===== src/rtl/enc_sample_sched_pkg.sv =====
// Shared types and constants for the encoder sample scheduler.
// Holds the FSM state type, the reset sample period and the minimum legal period.
package enc_sample_sched_pkg;

  typedef enum logic {
    IDLE = 1'b0,
    SEND = 1'b1
  } state_t;

  // 3.2 ms at 50 MHz
  localparam int unsigned PER_DEF_C = 160000;
  localparam int unsigned MIN_PER   = 2;

endpackage


===== src/rtl/enc_period_timer.sv =====
// Programmable sample-period counter producing a one-cycle tick.
// Period loads are clamped to MIN_PER and restart the count from zero.
module enc_period_timer
  import enc_sample_sched_pkg::*;
#(
  parameter int unsigned PER_W   = 18,
  parameter int unsigned PER_DEF = PER_DEF_C
) (
  input  logic             clk,
  input  logic             rst,
  input  logic             enable,
  input  logic [PER_W-1:0] period_in,
  input  logic             period_load,
  output logic             tick
);

  logic [PER_W-1:0] r_cnt;
  logic [PER_W-1:0] r_period;
  logic [PER_W-1:0] w_cnt_nxt;
  logic [PER_W-1:0] w_period_nxt;
  logic [PER_W-1:0] w_period_clamped;
  logic             w_last;

  assign w_last           = (r_cnt == (r_period - PER_W'(1)));
  assign tick             = enable && w_last;
  assign w_period_clamped = (period_in < PER_W'(MIN_PER)) ? PER_W'(MIN_PER) : period_in;

  // A load restarts the count even when it coincides with a tick
  always_comb begin
    w_cnt_nxt    = r_cnt + PER_W'(1);
    w_period_nxt = r_period;
    if (period_load) begin
      w_period_nxt = w_period_clamped;
      w_cnt_nxt    = '0;
    end else if (!enable || w_last) begin
      w_cnt_nxt    = '0;
    end
  end

  always_ff @(posedge clk) begin
    if (rst) begin
      r_cnt    <= '0;
      r_period <= PER_W'(PER_DEF);
    end else begin
      r_cnt    <= w_cnt_nxt;
      r_period <= w_period_nxt;
    end
  end

endmodule


===== src/rtl/enc_sample_sched.sv =====
// Encoder sample scheduler: snapshots all channel counts on each period tick,
// clears the encoders, then streams the snapshot out channel by channel.
module enc_sample_sched
  import enc_sample_sched_pkg::*;
#(
  parameter  int unsigned N_CH    = 4,
  parameter  int unsigned CNT_W   = 16,
  parameter  int unsigned PER_W   = 18,
  parameter  int unsigned PER_DEF = PER_DEF_C,
  localparam int unsigned CH_W    = (N_CH > 1) ? $clog2(N_CH) : 1
) (
  input  logic                  clk,
  input  logic                  rst,
  input  logic                  enable,
  input  logic [PER_W-1:0]      period_in,
  input  logic                  period_load,
  input  logic [N_CH*CNT_W-1:0] cnt_in,
  output logic [N_CH-1:0]       clr_out,
  output logic [CH_W-1:0]       out_ch,
  output logic [CNT_W-1:0]      out_count,
  output logic                  out_valid,
  input  logic                  out_ready,
  output logic                  tick,
  output logic                  overrun,
  input  logic                  ovr_clr
);

  state_t           r_state;
  state_t           w_state_nxt;
  logic [CH_W-1:0]  r_idx;
  logic [CH_W-1:0]  w_idx_nxt;
  logic [CH_W-1:0]  w_idx_inc;
  logic [CNT_W-1:0] r_shadow     [N_CH];
  logic [CNT_W-1:0] w_shadow_nxt [N_CH];
  logic             r_out_valid;
  logic             w_valid_nxt;
  logic [CNT_W-1:0] r_out_count;
  logic [CNT_W-1:0] w_count_nxt;
  logic [N_CH-1:0]  r_clr;
  logic [N_CH-1:0]  w_clr_nxt;
  logic             r_overrun;
  logic             w_ovr_nxt;
  logic             w_tick;
  logic             w_last;

  enc_period_timer #(
    .PER_W   (PER_W),
    .PER_DEF (PER_DEF)
  ) u_timer (
    .clk         (clk),
    .rst         (rst),
    .enable      (enable),
    .period_in   (period_in),
    .period_load (period_load),
    .tick        (w_tick)
  );

  assign tick      = w_tick;
  assign clr_out   = r_clr;
  assign out_ch    = r_idx;
  assign out_count = r_out_count;
  assign out_valid = r_out_valid;
  assign overrun   = r_overrun;

  assign w_idx_inc = r_idx + CH_W'(1);
  assign w_last    = (r_idx == CH_W'(N_CH - 1));

  // Next-state, snapshot and handshake sequencing
  always_comb begin
    w_state_nxt  = r_state;
    w_idx_nxt    = r_idx;
    w_shadow_nxt = r_shadow;
    w_valid_nxt  = r_out_valid;
    w_count_nxt  = r_out_count;
    w_clr_nxt    = '0;
    w_ovr_nxt    = r_overrun;

    case (r_state)
      IDLE: begin
        if (w_tick) begin
          for (int i = 0; i < N_CH; i++) begin
            w_shadow_nxt[i] = cnt_in[i*CNT_W +: CNT_W];
          end
          w_state_nxt = SEND;
          w_idx_nxt   = '0;
          w_valid_nxt = 1'b1;
          w_count_nxt = cnt_in[CNT_W-1:0];
          w_clr_nxt   = '1;
        end
      end
      SEND: begin
        if (out_ready) begin
          if (w_last) begin
            w_state_nxt = IDLE;
            w_valid_nxt = 1'b0;
          end else begin
            w_idx_nxt   = w_idx_inc;
            w_count_nxt = r_shadow[w_idx_inc];
          end
        end
      end
      default: begin
        w_state_nxt = IDLE;
        w_valid_nxt = 1'b0;
      end
    endcase

    // A tick that finds a transfer in flight wins over a clear request
    if (ovr_clr) begin
      w_ovr_nxt = 1'b0;
    end
    if (w_tick && (r_state == SEND)) begin
      w_ovr_nxt = 1'b1;
    end
  end

  always_ff @(posedge clk) begin
    if (rst) begin
      r_state     <= IDLE;
      r_idx       <= '0;
      r_out_valid <= 1'b0;
      r_out_count <= '0;
      r_clr       <= '0;
      r_overrun   <= 1'b0;
      for (int i = 0; i < N_CH; i++) begin
        r_shadow[i] <= '0;
      end
    end else begin
      r_state     <= w_state_nxt;
      r_idx       <= w_idx_nxt;
      r_out_valid <= w_valid_nxt;
      r_out_count <= w_count_nxt;
      r_clr       <= w_clr_nxt;
      r_overrun   <= w_ovr_nxt;
      r_shadow    <= w_shadow_nxt;
    end
  end

endmodule


===== config.mk =====
export PLATFORM = sky130hd
export DESIGN_NAME = enc_sample_sched
export DESIGN_NICKNAME = d
export VERILOG_FILES = /design/src/rtl/enc_sample_sched_pkg.sv /design/src/rtl/enc_period_timer.sv /design/src/rtl/enc_sample_sched.sv
export SDC_FILE = /design/constraint.sdc
export NUM_CORES = 1
export LEC_CHECK = 0
export CORE_MARGIN = 2
export CORE_UTILIZATION = 35
export CTS_CLUSTER_DIAMETER = 150
export DETAILED_ROUTE_END_ITERATION = 6
export SYNTH_ARGS = -nofsm -noshare
export SYNTH_HDL_FRONTEND = slang
export SYNTH_SLANG_ARGS = --single-unit

===== constraint.sdc =====
create_clock -name clk -period 5.6 [get_ports clk]
set_input_delay 1.68 -clock clk [delete_from_list [all_inputs] [get_ports clk]]
set_output_delay 1.68 -clock clk [all_outputs]
set_load 0.02 [all_outputs]

==> results.toml <==
[timing]
setup_violations = 0
worstMarginPinSlew_ns = 1.23
rsz0062_at_grt = "no"
setup_ws_ns = 0.724
clock.fmax_mhz = 205
period_share = 0.871
period_minus_slack_ns = 4.88
slew_violations = 0
hold_viol_final = 0
tns_ns = 0
clock_skew_ns = 0.00996
maxSlewHeadroom = 0.179

[critical_path]
cp-endpoint = "tick"
worst_path_max_delay_cell = "o32ai_2"
r2r-start = "u_timer.r_period[0]"
worstSetupPathDepth = 9
slowest_delay_ns = 0.56
cp.required_ns = 3.92
cp_max_fo = 5
cpLargestDelayFamily = "simple AND/OR/NAND/NOR gates"
worstPathArrival_ns = 3.20
crit_start = "u_timer.r_period[0]"
path_class = "reg2out"
reg2reg_depth = 8
setup.worst_path.start_class = "flop"
crit_chain = "inv_1, ha_1, or3b_2, nand2b_1, a21oi_1, o32ai_2, nor2_1, and3_1, clkdlybuf4s50_1"
cp_num_buf_inv = 2
r2r-end = "out_count[10]"
ff2ff_setup_slack_ns = 2.27
cp-end-kind = "primary output"

[status]
status = "finished clean"

[synth]
synth_seq_cells = 122
syn_nets = 763
synth-edff-count = 0
yosysWarnings = 0
syn_area_um2 = 5780
ys_types = 61
synth_ff_type = "dfxtp_1"
synth_cells = 672
ys_async_sr_fraction = 0
syn-mean-instance-area_um2 = 8.60
synth-seq-area-share = 0.423

[power]
leakage_nw = 2.60
p_per_area_nw_per_um2 = 278
peakVddDrop_mv = 0.221

[floorplanning]
start_util = 0.361
die_y_um = 132
rows = 46
ios = 113
core_area_um2 = 16000
die_width_um = 132
die_area_um2 = 17500

[grt]
grt-ovfl-total = 0
grt_max_degree = 83
grt_pass1_wl_mm = 25.5
grt_pass1_vias = 4710
antenna_found_initial = 0
track_usage = 0.184

[placement]
post-place-ws_ns = 0.955
dp_hpwl_mm = 11.4
dp_cells = 958
io_buffers = 112
routabilityCongestion = 0.844
placed_area_um2 = 6940

[route]
dr.pass1.iters = 5
first_iter_violations = 570
drc = 0
wire_per_inst_um = 16.0
vias_per_cell = 5.06
num_vias = 5005
drt.antenna.violating_nets = 0
finalWirelength_mm = 15.8

[clock_network]
numCtsBuffers = 17
cts_setup_buffers = 0
cts_root_buf = "clkbuf_16"
ctsHoldBuffers = 0
post_cts_resized = 0
ctsLongestPathBuffers = 2
cts.sinks = 122
insertion_delay_ns = 0.42
clkTransAtPathRegs_ns = 0.06
cts_tree = "built"
cts_max_level = 4

[layout]
area_growth_pct = 29.8
instances_no_fill = 990
n_antenna_cell = 0
drive_gt1_frac = 0.0904
stdcell_area_um2 = 7500
nets = 852

[min_path]
hold_path.class = "reg2reg"

[flow_run]
drv_cap = 0
## power by group
group / internal, mW / leakage (nW) / switching, mW
logic: 0.0872 / 1.34 / 0.0703
registers: 0.877 / 0.986 / 0.0142
clock network: 0.594 / 0.270 / 0.441
## state kept, by name, indices dropped and copies added (netlist names)
name              cells
out_count            16
u_timer.r_cnt        18
r_shadow             64
out_ch                2
overrun               1
clr_out               1
r_state               1
u_timer.r_period     18
out_valid             1
## worst min-delay path by stage
stage	startpoint	to	slack, ns	cells past startpoint
6_report	r_shadow[27]	r_shadow[27]	0.45	2
5_1_grt	r_shadow[61]	r_shadow[61]	0.46	2
4_1_cts	r_shadow[26]	r_shadow[26]	0.45	2
3_5_place_dp	r_shadow[61]	r_shadow[61]	0.44	2
3_3_place_gp	r_shadow[44]	r_shadow[44]	0.44	2
2_1_floorplan	r_shadow[0]	r_shadow[0]	0.43	2
## cell usage in the layout (no fill, tap or decap), drive strengths merged, types with 16 or more instances in the layout
master	synthesis	final
nand2	158	158
dfxtp	122	122
clkdlybuf4s50	0	111
a21oi	69	69
nor2	52	52
nand3	26	26
nor2b	25	25
clkbuf	25	18
xor2	17	17
a31oi	17	17
inv	7	17
mux4	16	16
## worst min-delay path, cell delays in order (launching register included)
cell	delay, ns
dfxtp_1	0.31
nand2_1	0.05
a21oi_1	0.05
## through the flow
| stage | hold slack, ns | util | total power [mW] |
|---|---|---|---|
| after floorplan | 0.429 | - | 0.979 |
| after global placement | 0.437 | 0.433 | 1.07 |
| after detailed placement | 0.444 | 0.433 | 1.07 |
| after CTS | 0.453 | 0.469 | 2.10 |
| after global routing | 0.462 | 0.469 | 2.16 |
| final | 0.450 | 0.469 | 2.08 |
## kinds of logic (layout without fill, tap and decap cells)
family,count (synthesis),in the layout,share of synthesized area
AOI/OAI and AO/OA,114,114,0.120
xor gates and xnor gates,33,33,0.0526
adders and majority gates,3,3,0.00650
buffers and inverters,54,156,0.0507
DFF,122,122,0.423
muxes,27,27,0.0814
and+or+nand+nor,319,319,0.266
## cell usage after synthesis (all sizes together), types with 2 or more instances
cell type	instances	area share
a21oi	69	0.060
and4	3	0.0045
nand2b	3	0.0032
ha	3	0.0065
a211o	6	0.0091
o21bai	2	0.0026
or3	4	0.0052
nor3b	2	0.0035
a211oi	2	0.0035
mux2i	11	0.019
and3	7	0.0076
or3b	2	0.0030
nor3	5	0.0043
o21ai	3	0.0026
nand4	12	0.014
nor2b	25	0.027
nor4	11	0.022
buf	22	0.030
clkbuf	25	0.016
or4	2	0.0032
xor2	17	0.026
xnor2	15	0.023
nor2	52	0.034
dfxtp	122	0.42
nand4b	2	0.0030
mux4	16	0.062
nand2	158	0.10
nand3	26	0.023
o221ai	2	0.0030
a31oi	17	0.018
inv	7	0.0045
## metal layers
metal,routed length [um],global-route usage,vias to the layer above
li1,-,-,2505
met1,7880,0.277,2310
met2,6810,0.257,175
met3,946,0.0421,15
met4,186,0.0633,0
met5,0,0,-
## cell type report
class	instances	area, um2
clock buffer	18	439
clock inverter	14	124
fill	1571	8500
inverter	7	26.3
multi-input combinational	496	3040
sequential	122	2440
tap	216	270
timing repair buffer	117	1150
Note: power is estimated with default switching activity, not from simulation.
